$ cat config.mk
export PLATFORM = sky130hd
export DESIGN_NAME = arbitro_alu
export DESIGN_NICKNAME = d
export VERILOG_FILES = /design/src/rtl/alu_pkg.sv /design/src/rtl/arbitro_rr.sv /design/src/rtl/arbitro_alu.sv
export SDC_FILE = /design/constraint.sdc
export NUM_CORES = 1
export LEC_CHECK = 0
export ABC_CLOCK_PERIOD_IN_PS = 3400
export CORE_MARGIN = 1.5
export CORE_UTILIZATION = 43
export DETAILED_ROUTE_END_ITERATION = 12
export PLACE_DENSITY = 0.82
export SYNTH_ARGS = -nofsm -noshare
export SYNTH_HDL_FRONTEND = slang
export SYNTH_SLANG_ARGS = --single-unit
$ cat constraint.sdc
create_clock -name clk -period 3.4 [get_ports clk]
set_input_delay 0.68 -clock clk [delete_from_list [all_inputs] [get_ports clk]]
set_output_delay 0.68 -clock clk [all_outputs]
set_load 0.03 [all_outputs]
$ cat src/rtl/alu_pkg.sv
// Shared types and constants for the shared-ALU arbiter (arbitro_alu and arbitro_rr).
package alu_pkg;

   typedef enum logic [1:0] {
      LIBRE     = 2'd0,
      EMITIR    = 2'd1,
      RESPONDER = 2'd2
   } estado_t;

   localparam int FLAG_N    = 3;
   localparam int FLAG_Z    = 2;
   localparam int FLAG_C    = 1;
   localparam int FLAG_V    = 0;
   localparam int ANCHO_DEF = 3;

   function automatic logic [3:0] empaquetar_flags(input logic n, input logic z,
                                                   input logic c, input logic v);
      logic [3:0] f;
      f         = '0;
      f[FLAG_N] = n;
      f[FLAG_Z] = z;
      f[FLAG_C] = c;
      f[FLAG_V] = v;
      return f;
   endfunction

endpackage

$ cat src/rtl/arbitro_rr.sv
// Two-way arbiter with one-hot grant, gated by an enable.
// ARBITRO_ALU_ROUND_ROBIN_EN selects round-robin tie breaking; otherwise requester 0 wins ties.
module arbitro_rr (
`ifdef ARBITRO_ALU_ROUND_ROBIN_EN
   input  logic       clk,
   input  logic       rst,
`endif
   input  logic [1:0] valido,
   input  logic       habilitar,
   output logic [1:0] concesion
);

`ifdef ARBITRO_ALU_ROUND_ROBIN_EN
   // Requester granted most recently; 1 after reset so requester 0 wins the first tie.
   logic ultimo;

   always_comb begin
      // NOTE: default first so every path assigns concesion and no latch is inferred.
      concesion = 2'b00;
      if (habilitar) begin
         case (valido)
            2'b01:   concesion = 2'b01;
            2'b10:   concesion = 2'b10;
            2'b11:   concesion = ultimo ? 2'b01 : 2'b10;
            default: concesion = 2'b00;
         endcase
      end
   end

   // A grant can only be issued when its requester is valid, so every grant is a transfer.
   always_ff @(posedge clk or posedge rst) begin
      if (rst)
         ultimo <= 1'b1;
      else if (|concesion)
         ultimo <= concesion[1];
   end
`else
   assign concesion[0] = habilitar & valido[0];
   assign concesion[1] = habilitar & valido[1] & ~valido[0];
`endif

endmodule

$ cat src/rtl/arbitro_alu.sv
// Arbitrates two requesters onto one external combinational ALU and returns a registered response.
// ARBITRO_ALU_ROUND_ROBIN_EN enables round-robin tie breaking (fixed priority to requester 0 otherwise).
module arbitro_alu
   import alu_pkg::*;
#(
   parameter int ancho = ANCHO_DEF
) (
   input  logic             clk,
   input  logic             rst,
   input  logic             req0_valido,
   output logic             req0_listo,
   input  logic [ancho:0]   req0_A,
   input  logic [ancho:0]   req0_B,
   input  logic [3:0]       req0_seleccion,
   input  logic             req1_valido,
   output logic             req1_listo,
   input  logic [ancho:0]   req1_A,
   input  logic [ancho:0]   req1_B,
   input  logic [3:0]       req1_seleccion,
   output logic [ancho:0]   alu_A,
   output logic [ancho:0]   alu_B,
   output logic [3:0]       alu_seleccion,
   input  logic [ancho:0]   alu_resultado,
   input  logic             alu_N,
   input  logic             alu_Z,
   input  logic             alu_C,
   input  logic             alu_V,
   output logic             resp_valido,
   input  logic             resp_listo,
   output logic             resp_id,
   output logic [ancho:0]   resp_resultado,
   output logic [3:0]       resp_flags,
   output logic [7:0]       ops_completadas
);

   estado_t        estado;
   logic [1:0]     concesion;
   logic [1:0]     transferencia;
   logic [ancho:0] op_a;
   logic [ancho:0] op_b;
   logic [3:0]     op_sel;
   logic           op_id;

   arbitro_rr u_arbitro (
`ifdef ARBITRO_ALU_ROUND_ROBIN_EN
      .clk       (clk),
      .rst       (rst),
`endif
      .valido    ({req1_valido, req0_valido}),
      .habilitar (estado == LIBRE),
      .concesion (concesion)
   );

   assign req0_listo    = concesion[0];
   assign req1_listo    = concesion[1];
   assign transferencia = concesion & {req1_valido, req0_valido};

   assign alu_A         = op_a;
   assign alu_B         = op_b;
   assign alu_seleccion = op_sel;

   // NOTE: state registers use non-blocking assignments so all of them update together on the edge.
   always_ff @(posedge clk or posedge rst) begin
      if (rst) begin
         estado          <= LIBRE;
         op_a            <= '0;
         op_b            <= '0;
         op_sel          <= '0;
         op_id           <= 1'b0;
         resp_valido     <= 1'b0;
         resp_id         <= 1'b0;
         resp_resultado  <= '0;
         resp_flags      <= '0;
         ops_completadas <= '0;
      end else begin
         case (estado)
            LIBRE: begin
               if (transferencia[0]) begin
                  op_a   <= req0_A;
                  op_b   <= req0_B;
                  op_sel <= req0_seleccion;
                  op_id  <= 1'b0;
                  estado <= EMITIR;
               end else if (transferencia[1]) begin
                  op_a   <= req1_A;
                  op_b   <= req1_B;
                  op_sel <= req1_seleccion;
                  op_id  <= 1'b1;
                  estado <= EMITIR;
               end
            end
            // The ALU has had a full cycle to settle on the held operands.
            EMITIR: begin
               resp_resultado <= alu_resultado;
               resp_flags     <= empaquetar_flags(alu_N, alu_Z, alu_C, alu_V);
               resp_id        <= op_id;
               resp_valido    <= 1'b1;
               estado         <= RESPONDER;
            end
            RESPONDER: begin
               if (resp_listo) begin
                  resp_valido     <= 1'b0;
                  ops_completadas <= ops_completadas + 8'd1;
                  estado          <= LIBRE;
               end
            end
            default: estado <= LIBRE;
         endcase
      end
   end

endmodule

* Yosys cells after proc, flatten, opt, wreduce, memory -nomap -nowiden *
Cells that the tools add are included.

word-level totals
  bits in registers = 33
  logic and storage cells = 41
  output and inout port bits = 32
  bits of input ports = 37

operators by class
  muxes and demuxes = 14
  equality and inequality tests = 4
  reductions and logical operators = 7
  $add $sub $neg = 1
  bitwise logic cells = 5

operators by type and width
  kind                                                 number
  two-way mux 4 bit                                    6
  adder 8 x 1 -> 8 bit, second input constant          1
  AND reduction 2 bit                                  4
  two-way mux 2 bit                                    3
  case mux 2 bit (3 select lines)                      1
  nonzero test 2 bit                                   2
  bitwise AND 1 bit                                    3
  two-way mux 1 bit                                    3
  != test 3 bit, second input constant                 1
  bitwise AND 2 bit                                    1
  equality test 2 x 1 -> 1 bit, second input constant  1
  equality test 2 bit, second input constant           1
  logical NOT 2 bit                                    1
  != test 2 bit, second input constant                 1
  case mux 1 bit (2 select lines)                      1
  inverter 1 bit                                       1

* Depth between registers and ports, before layout *
Gate-level depths: netlist (run 1).

  depth in word-level cells = 7
  depth in mapped cells = 4
  depth with buffers taken out = 4

* By module *
Synthesis (run 1) repeated with hierarchy kept, for this count alone.

unflattened totals
  cell total of the unflattened synthesis = 106
  area total of the unflattened synthesis = 1564.0 sq um

modules (own cells, without submodules)
  module       area an instance (sq um)  instances  cells an instance  sequential area each (sq um)
  arbitro_alu  1547.7                    1          104                825.8
  arbitro_rr   16.3                      1          2                  0.0

* Least setup slack after synthesis (run 1) *
No wires, ideal clock.

  kind = input -> output
  start point = in req0_valido
  end point = out req0_listo
  data required time = 2.720 ns
  stages = 1
  path slack = 1.053 ns
  path buffers = 0
  arrival time = 1.667 ns
  path through = nor3b_1

between the ends
  cells in the longest elaborated chain, start to end = 1

ends and longest elaborated chain
  element            line               source
  start, declared    arbitro_alu.sv:10  input logic req0_valido,
  bitwise AND 1 bit  arbitro_rr.sv:38   assign concesion[0] = habilitar & valido[0];
  end, declared      arbitro_alu.sv:11  output logic req0_listo,

Every way passes these cells.

* Final worst setup path (run 1) *
  start point = in req1_valido
  end point = out req1_listo

between the ends
  cells in the longest elaborated chain, start to end = 2

ends and longest elaborated chain
  element                          line               source
  start, declared                  arbitro_alu.sv:15  input logic req1_valido,
  bitwise AND 1 bit (2 in series)  arbitro_rr.sv:39   assign concesion[1] = habilitar & valido[1] & ~valido[0];
  end, declared                    arbitro_alu.sv:16  output logic req1_listo,

Every way passes these cells.

==> results of run 1 <==
-- worst paths after layout --
kind	start	end	slack [ns]	cells past startpoint
max	req1_valido	req1_listo	0.69	4
min	ops_completadas[7]	ops_completadas[7]	0.47	1
max reg2reg	estado[0]	resp_flags[0]	1.66	2
min reg2reg	ops_completadas[7]	ops_completadas[7]	0.47	1
max in group asynchronous	rst	ops_completadas[7]	2.40	3
min in group asynchronous	rst	alu_B[3]	0.70	3
-- metal layers --
metal | share of wire | GRT usage | routed length (um) | vias to the layer above
li1 | - | - | - | 585
met1 | 0.40 | 0.249 | 1440 | 608
met2 | 0.54 | 0.371 | 1950 | 35
met3 | 0.044 | 0.0546 | 158 | 4
met4 | 0.011 | 0.0839 | 40 | 0
met5 | 0 | 0 | 0 | -
-- kinds of logic after synthesis --
logic type,after synthesis,synth area share
buffers and inverters,7,0.0249
adder cells (fa/ha/maj),1,0.00858
AND/OR/NAND/NOR,32,0.139
XOR/XNOR,7,0.0421
multiplexers,10,0.0773
AO/OA/AOI/OAI,30,0.142
flip-flops,33,0.567
-- state kept, by name, summed over array words and instances (netlist names) --
register / count
alu_B: 4
estado: 2
resp_resultado: 4
resp_flags: 4
op_id: 1
alu_seleccion: 4
resp_valido: 1
resp_id: 1
ops_completadas: 8
alu_A: 4
-- through the flow --
step	worst slack [ns]	instance area, um2
floorplan	1.05	1460
global placement	0.750	2190
detailed placement	0.710	2190
CTS	0.696	2300
global route	0.623	2300
finish	0.693	2300
-- area by class of cell --
class                      count  share of cell area
tap                           44              0.0240
clock inverter                 3              0.0300
clock buffer                   5              0.0163
sequential                    33               0.360
timing repair buffer          72               0.307
inverter                       2             0.00327
multi-input combinational     80               0.259
-- cells in the final DEF, fill, tap and decap left out, types with 4 or more instances in the layout --
cell type / instances
and3b_1: 5
a22oi_1: 7
a21oi_1: 9
o2bb2ai_1: 8
nor2_1: 4
clkbuf_4: 5
buf_4: 6
xor2_1: 4
clkdlybuf4s50_1: 66
dfrtp_1: 33
nor2b_1: 7
o21ai_0: 4
mux2_2: 10
-- power by group through the flow --
stage | clock network (mW) | logic [mW] | registers [mW]
after floorplan | 0 | 0.353 | 0.985
after global placement | 0 | 1.07 | 0.688
after detailed placement | 0 | 1.09 | 0.696
after CTS | 0.376 | 1.10 | 0.693
after global routing | 0.389 | 1.16 | 0.720
final | 0.373 | 1.09 | 0.691
==> impl_results.md, run 1 <==
* Run status: finished, final reports clean
* # setup viols final at 0
* Crit-path cells: clkdlybuf4s50_1 > nor3b_1 > nor2b_1 > buf_4
* Clock tree root buffer cell: clkbuf_4
* Leading area contributor after synthesis: dfrtp_1
* Syn Area/Cell at 12.1 um2
* WL final at 3580 um
* Tot Pwr at 2.15 mW
* Vias in the first global route at 1,226
* FF+latch count, synth at 33
* RePlAce Congestion at 0.735
* Fillers at 228
* Post-synth cell types at 25
* Dpl hpwl at 2690 um
* Synth top area cells: dfrtp_1, mux2_2, o2bb2ai_1
* Multi-input gate area at 596 um2
* Seq/Total Area, Yosys at 0.567
* Sequential share of power at 0.322
* Largest net degree at the start of global routing at 34
* Drt via density at 5.15
* Top delay family on crit path: buffers and inverters
* Pint at 1.30 mW
* # Post-CTS Setup Buffers at 0
* Synth warnings at 0
* Slowest library cell on the worst path: clkdlybuf4s50_1
* Post-synth EDFFs at 0
* Seq. cell area at 826 um2
* Final core utilization at 0.734
* PostCTS Resize Cnt at 0
* Worst-Skew Late Latency at 0.35 ns
* Global route overflow at 0
* H-tree levels at 2
* Sw Ratio at 0.395
* Yosys top cell area share at 0.567
* # port buffers at 68
* Routed len/inst at 15.0 um
* Setup TNS at 0 ns
* ANT cells at 0
* TritonCTS buffer count at 5
* Antenna violations before repair at 0
* CP Max Fanout at 12
* Total GRT Usage at 0.212
* Layout cells sized above 1 at 0.144
* Setup CP Type: in2out
* I/O pin total at 69
* Worst Skew at 0.0130 ns
* Slew margin rel. at 0.418
* Hold Path Class: reg2reg
* Most common library cells after synthesis: dfrtp_1, mux2_2, a21oi_1, o2bb2ai_1
* CTS Sinks at 33
* Routed Antenna Nets at 0
* Worst slew pin tran at 0.871 ns
* Static Leakage at 0.977 nW
* Synthesized net count at 158
* Die area at 3750 um2
* Critical path buffers and inverters at 2
* Die extent in y at 61.2 um
* Clock transition at the registers of the reported paths at 0.10 ns
* CP arrival at 2.03 ns
* Cell row count at 20
* Initial core utilization at 0.466
* Hold_ws at 0.474 ns
* Count leader, synth: dfrtp_1
* Critical Path RT at 2.72 ns
* Final Slew Violations at 0
* Core area at 3130 um2
* Post-Syn Area at 1460 um2
* DRC at 0
* Routed via count at 1,232
* Slowest cell delay on critical path at 0.71 ns
* CTS tree: built
* Fin cells at 239
* Ys async rst share at 1.00
* Dominant synthesized flop cell: dfrtp_1
* Gate Count Post-Synth at 120
* Maximum VDD drop at 0.000546 V
* TritonRoute pass-1 iters at 4
* Period minus WS final at 2.71 ns
* Number of DRC markers in iteration 0 at 70
* Clock power frac at 0.174
* Final hold vios at 0
* Nets at 232
* NetSw at 848 uW
* CP Launch Type: primary input
* # hold bufs at CTS at 0
* FMAX at 0.369 GHz
* Crit. End Element: output pin
* Max clock buf depth at 2
* Fin crit share at 0.796
* Comb power frac at 0.505
* Max-cap violations at 0
* First-pass GRT wire length at 5630 um
* Placed cell count at 231
* Die outline width at 61.2 um
* Pwr Density at 936 nW/um2
* Layout area overhead at 57.5%
* RSZ-0062 raised after global routing: false
Note: power is estimated with default switching activity, not from simulation.
==> inputs of run 2 (changes only) <==
--- a/config.mk
+++ b/config.mk
@@ -5,11 +5,11 @@
 export SDC_FILE = /design/constraint.sdc
 export NUM_CORES = 1
 export LEC_CHECK = 0
-export ABC_CLOCK_PERIOD_IN_PS = 3400
+export ABC_CLOCK_PERIOD_IN_PS = 2600
 export CORE_MARGIN = 1.5
-export CORE_UTILIZATION = 43
+export CORE_UTILIZATION = 40
 export DETAILED_ROUTE_END_ITERATION = 12
-export PLACE_DENSITY = 0.82
+export PLACE_DENSITY = 0.77
 export SYNTH_ARGS = -nofsm -noshare
 export SYNTH_HDL_FRONTEND = slang
 export SYNTH_SLANG_ARGS = --single-unit
==> constraint.sdc (replaced) <==
create_clock -name clk -period 2.6 [get_ports clk]
set_input_delay 0.52 -clock clk [delete_from_list [all_inputs] [get_ports clk]]
set_output_delay 0.52 -clock clk [all_outputs]
set_load 0.03 [all_outputs]
==> run 2 against run 1 <==
Effect of this change: first-iteration DRC count decreased by 57%; critical path type unchanged; total power increased by 21%; critical endpoint unchanged; worst setup slack got worse by 0.20 ns; routed wire length decreased by 1.1%; sequential power increased by 32%; clock power decreased by 29%; flip-flop and latch count unchanged; via count decreased by 2.9%.
==> impl_results.md, run 2 (synthesis results as in run 1) <==
* Die extent in y at 63.4 um (+3.5%)
* Crit. End Element: output pin
* Slowest library cell on the worst path: clkdlybuf4s50_1
* Setup WS pre-CTS at 0.503 ns (-0.208 ns)
* Setup TNS at 0 ns (unchanged)
* Period minus WS final at 2.11 ns
* Critical path buffers and inverters at 2 (unchanged)
* Dpl hpwl at 2710 um (+0.83%)
* Largest net degree at the start of global routing at 23 (-32%)
* CP Launch Type: primary input
* Reg with most FFs: ops_completadas
* Worst-Skew Late Latency at 0.32 ns (-0.03 ns)
* CP Max Fanout at 2 (-10)
* Fin crit share at 0.811
* Met3 WL at 199 um (+26%)
* Critical Path RT at 2.08 ns (-0.64 ns)
* Leading cell type in the layout, fill and taps excluded: clkdlybuf4s50_1
* First-pass GRT wire length at 5760 um (+2.3%)
* Reg-to-reg startpoint: estado[1]
* Crit-path cells: clkdlybuf4s50_1 > nor3b_1 > nor2b_1 > buf_4
* RSZ-0062 raised after global routing: false
* # hold bufs at CTS at 0 (unchanged)
* H-tree levels at 2 (unchanged)
* Maximum VDD drop at 0.000659 V (+21%)
* FMAX at 0.474 GHz
* Vias in the first global route at 1,261 (+2.9%)
* Tot Pwr at 2.60 mW (+21%)
* Worst slew pin tran at 0.423 ns (-0.448 ns)
* Run status: finished, final reports clean
* Slowest cell delay on critical path at 0.48 ns (-0.23 ns)
* Final WS setup at 0.491 ns (-0.201 ns)
* Clock tree root buffer cell: clkbuf_4
* Static Leakage at 0.958 nW (-2.0%)
* Worst Skew at 0.0101 ns (-0.00296 ns)
* Max-cap violations at 0 (unchanged)
* Uppermost layer routed: met4
* Routed len/inst at 14.6 um (-2.7%)
* Pwr Density at 1150 nW/um2 (+23%)
* # port buffers at 68 (unchanged)
* Max reg flops at 8 (unchanged)
* Most frequent cells in the layout: clkdlybuf4s50_1, dfrtp_1, mux2_2
* Layout area overhead at 54.8%
* ANT cells at 0 (unchanged)
* Setup CP Type: in2out
* Drt via density at 4.92 (-4.5%)
* Initial core utilization at 0.427 (-0.0393)
* PostCTS Resize Cnt at 0 (unchanged)
* # setup viols final at 0 (unchanged)
* # Post-CTS Setup Buffers at 0 (unchanged)
* Nets at 234 (+0.86%)
* Global route overflow at 0 (unchanged)
* Cell row count at 21 (+5.0%)
* Final Slew Violations at 0 (unchanged)
* CP arrival at 1.59 ns (-0.44 ns)
* Top delay family on crit path: buffers and inverters
* DRC at 0 (unchanged)
* I/O pin total at 69 (unchanged)
* Total GRT Usage at 0.185 (-0.0275)
* CTS Sinks at 33 (unchanged)
* Wire length on met2 at 1830 um (-6.1%)
* Die outline width at 63.4 um (+3.5%)
* Slew margin rel. at 0.718 (+0.300)
* Reg2reg setup slack at 1.07 ns (-0.59 ns)
* Core area at 3420 um2 (+9.2%)
* Reg2reg end: alu_B[3]
* RePlAce Congestion at 0.802 (+9.1%)
* Number of DRC markers in iteration 0 at 30 (-57%)
* Die area at 4020 um2 (+7.1%)
* Final hold vios at 0 (unchanged)
* Reg2reg path depth at 3 (+1)
* Routed via count at 1,196 (-2.9%)
* Routed Antenna Nets at 0 (unchanged)
* Met1 WL at 1480 um (+3.3%)
* TritonCTS buffer count at 5 (unchanged)
* Layout cells sized above 1 at 0.137 (-0.00653)
* Max clock buf depth at 2 (unchanged)
* CTS tree: built
* Hold Path Class: in2async
* Clock transition at the registers of the reported paths at 0.09 ns (about the same)
* WL final at 3550 um (-1.1%)
* TritonRoute pass-1 iters at 4 (unchanged)
* Antenna violations before repair at 0 (unchanged)
==> run 2: cell count changes in the layout (fill, tap and decap cells not counted) <==
| cell | change |
|---|---|
| buf_4 | +2 |
| bufinv_16 | -2 |
| clkbuf_1 | +3 |
| inv_6 | -1 |
==> run 2: report_power, final <==
part | leakage [nW] | total (mW) | internal (mW) | switching, mW
Clock | 0.0265 | 0.264 | 0.108 | 0.156
Sequential | 0.406 | 0.910 | 0.739 | 0.171
Combinational | 0.526 | 1.42 | 0.670 | 0.755
Total | 0.958 | 2.60 | 1.52 | 1.08
==> run 2: cell type report <==
type | count | area [um2]
multi-input combinational | 80 | 596
sequential | 33 | 826
fill | 279 | 1160
timing repair buffer | 74 | 721
tap | 46 | 57.6
clock buffer | 8 | 48.8
inverter | 2 | 7.51
==> run 2: worst max path at each step <==
stage                             to  slack [ns]  depth (start not counted)         from
after floorplan           req0_listo        0.57                          1  req0_valido
after CTS                 req1_listo        0.49                          4  req1_valido
final                     req1_listo        0.49                          4  req1_valido
after global placement    req1_listo        0.55                          4  req1_valido
after detailed placement  req1_listo        0.50                          4  req1_valido
after global routing      req1_listo        0.39                          4  req1_valido
==> run 2: worst register-to-register path: cells and delay by family, from the launching register on <==
kind	cells	cell delay, ns
simple gates	1	0.43
compound gates	2	0.50
flops	1	0.48
==> run 2: metrics by stage <==
stage	area [um2]	util	hold WS, ns	instances
detailed placement	2210	0.646	0.467	235
CTS	2260	0.660	0.481	243
floorplan	1460	-	0.461	120
global placement	2210	0.646	0.459	235
finish	2260	0.660	0.481	243
global route	2260	0.660	0.486	243
==> run 2: routing by layer <==
metal,track usage,vias up
li1,-,587
met1,0.219,571
met2,0.309,34
met3,0.0732,4
met4,0.0543,0
met5,0,-
==> inputs of run 3 (changes only) <==
--- a/config.mk
+++ b/config.mk
@@ -5,11 +5,11 @@
 export SDC_FILE = /design/constraint.sdc
 export NUM_CORES = 1
 export LEC_CHECK = 0
-export ABC_CLOCK_PERIOD_IN_PS = 2600
+export ABC_CLOCK_PERIOD_IN_PS = 1700
 export CORE_MARGIN = 1.5
-export CORE_UTILIZATION = 40
+export CORE_UTILIZATION = 36
 export DETAILED_ROUTE_END_ITERATION = 12
-export PLACE_DENSITY = 0.77
+export PLACE_DENSITY = 0.73
 export SYNTH_ARGS = -nofsm -noshare
 export SYNTH_HDL_FRONTEND = slang
 export SYNTH_SLANG_ARGS = --single-unit
==> constraint.sdc (replaced) <==
create_clock -name clk -period 1.7 [get_ports clk]
set_input_delay 0.34 -clock clk [delete_from_list [all_inputs] [get_ports clk]]
set_output_delay 0.34 -clock clk [all_outputs]
set_load 0.03 [all_outputs]
==> run 3 against run 2 <==
Effect of this change: routed wire length grew 13%; non-clock buffer count grew 3; critical endpoint unchanged; combinational power grew 54%; via count grew 4.4%; highest routed layer unchanged; largest cell class unchanged; first-iteration DRC count grew to 2.9 times the previous value; sequential power grew 58%; critical path type unchanged; cell count grew 2.1%.
==> impl_results.md, run 3 (synthesis results as in run 1) <==
* Layout area overhead at 63.3%
* Leading cell type in the layout, fill and taps excluded: clkdlybuf4s50_1
* # hold bufs at CTS at 0 (unchanged)
* Most frequent cells in the layout: clkdlybuf4s50_1, dfrtp_1, dlymetal6s2s_1, buf_4, mux2_2
* WL final at 4020 um (+13%)
* Gr busiest metal: met2
* Multi-input gate area at 621 um2 (+4.2%)
* Cell row count at 22 (+4.8%)
* Max-cap violations at 0 (unchanged)
* Crit. End Element: output pin
* Reg2reg setup slack at 0.15 ns (-0.92 ns)
* Vias in the first global route at 1,282 (+1.7%)
* Pwr Density at 1790 nW/um2 (+55%)
* Number of DRC markers in iteration 0 at 86 (+190%)
* Core area at 3770 um2 (+10%)
* Total GRT Usage at 0.197 (+0.0120)
* Largest net degree at the start of global routing at 18 (-22%)
* Max clock buf depth at 2 (unchanged)
* Dpl hpwl at 2940 um (+8.3%)
* Drt via density at 5.04 (+2.3%)
* Critical Path RT at 1.36 ns (-0.72 ns)
* Run status: finished, final reports clean
* # setup viols final at 0 (unchanged)
* Met2 Use GR at 0.324 (+0.0145)
* Worst slew pin tran at 0.407 ns (-0.0158 ns)
* Die outline width at 66.6 um (+5.2%)
* H-tree levels at 2 (unchanged)
* FMAX at 0.593 GHz
* I/O pin total at 69 (unchanged)
* TritonCTS buffer count at 5 (unchanged)
* Routed len/inst at 16.2 um (+11%)
* Die extent in y at 66.6 um (+5.2%)
* M1 GR Usage at 0.247 (+0.0277)
* Die area at 4440 um2 (+11%)
* RSZ-0062 raised after global routing: false
* Seq. cell area at 828 um2 (+0.30%)
* Global route overflow at 0 (unchanged)
* Nets at 237 (+1.3%)
* Antenna violations before repair at 0 (unchanged)
* Final hold vios at 0 (unchanged)
* Worst-Skew Late Latency at 0.28 ns (-0.04 ns)
* Maximum VDD drop at 0.000947 V (+44%)
* Tot Pwr at 4.25 mW (+64%)
* First-pass GRT wire length at 6400 um (+11%)
* Hold Path Class: in2async
* Global Route met3 Usage at 0.0659 (-0.00734)
* # port buffers at 68 (unchanged)
* Final Cell Area at 2380 um2 (+5.5%)
* Reg-to-reg startpoint: estado[0]
* Initial core utilization at 0.387 (-0.0402)
* Final Slew Violations at 0 (unchanged)
* Routed via count at 1,249 (+4.4%)
* CP arrival at 1.35 ns (-0.24 ns)
* CTS tree: built
* Routed Antenna Nets at 0 (unchanged)
* RePlAce Congestion at 0.791 (-1.3%)
* Fillers at 303 (+8.6%)
* # Post-CTS Setup Buffers at 0 (unchanged)
* Setup CP Type: in2out
* Static Leakage at 1.16 nW (+21%)
* Fin crit share at 0.992
* Reg2reg end: alu_A[3]
* CTS Sinks at 33 (unchanged)
* CP Launch Type: primary input
* CP Max Fanout at 2 (unchanged)
* Layout cells sized above 1 at 0.190 (+0.0529)
* ANT cells at 0 (unchanged)
* Reg2reg path depth at 3 (unchanged)
* Worst Skew at 0.00689 ns (-0.00320 ns)
* Reg with most FFs: ops_completadas
* Placed cell area at 2240 um2 (+1.5%)
* Clock tree root buffer cell: clkbuf_8
* Period minus WS final at 1.69 ns
* Max reg flops at 8 (unchanged)
* DRC at 0 (unchanged)
* TritonRoute pass-1 iters at 4 (unchanged)
* Slew margin rel. at 0.728 (+0.0106)
* Clock transition at the registers of the reported paths at 0.07 ns (-0.02 ns)
run 3: metal layers:
layer | up-vias | routed length (um)
li1 | 590 | -
met1 | 599 | 1720
met2 | 57 | 1970
met3 | 3 | 292
met4 | 0 | 25
met5 | - | 0
run 3: through the flow:
step / setup TNS [ns] / util / hold WS [ns] / setup slack [ns] / instances
after global routing: 0 / 0.631 / 0.428 / 0.000357 / 248
after CTS: 0 / 0.620 / 0.395 / 0.00118 / 248
after floorplan: 0 / - / 0.461 / 0.101 / 120
after detailed placement: -0.0727 / 0.594 / 0.468 / -0.0727 / 240
after global placement: -0.0941 / 0.594 / 0.456 / -0.0941 / 240
final: 0 / 0.631 / 0.387 / 0.0140 / 248
run 3: report_power, final:
part           switching (mW)  internal (mW)
Sequential              0.297           1.14
Combinational            1.19          0.988
Clock                   0.276          0.366
run 3: layout make-up:
cell class | count | area share
Timing Repair Buffer | 77 | 0.320
Multi-Input combinational cell | 80 | 0.261
Inverter | 2 | 0.00315
Tap cell | 48 | 0.0252
Sequential cell | 33 | 0.348
Clock inverter | 1 | 0.00210
Clock buffer | 7 | 0.0405
run 3: repair_timing:
action                                 4_1_cts  5_1_grt
endpoints found under the hold margin        0        0
resized for setup                            8       15
setup endpoints to repair                    8       13
run 3: worst max path at each step:
stage,from,end,slack (ns),cells past startpoint
3_5_place_dp,req1_valido,req1_listo,-0.07,4
5_1_grt,alu_seleccion[2],alu_seleccion[2],0.0004,1
2_1_floorplan,estado[0],req1_listo,0.10,2
6_report,req1_valido,req1_listo,0.01,4
3_3_place_gp,req1_valido,req1_listo,-0.09,4
4_1_cts,ops_completadas[6],ops_completadas[6],0.001,1
run 3: critical path, cell delays in order:
cell             delay [ns]
clkdlybuf4s50_1        0.48
nor3b_4                0.19
nor2b_2                0.16
buf_4                  0.16
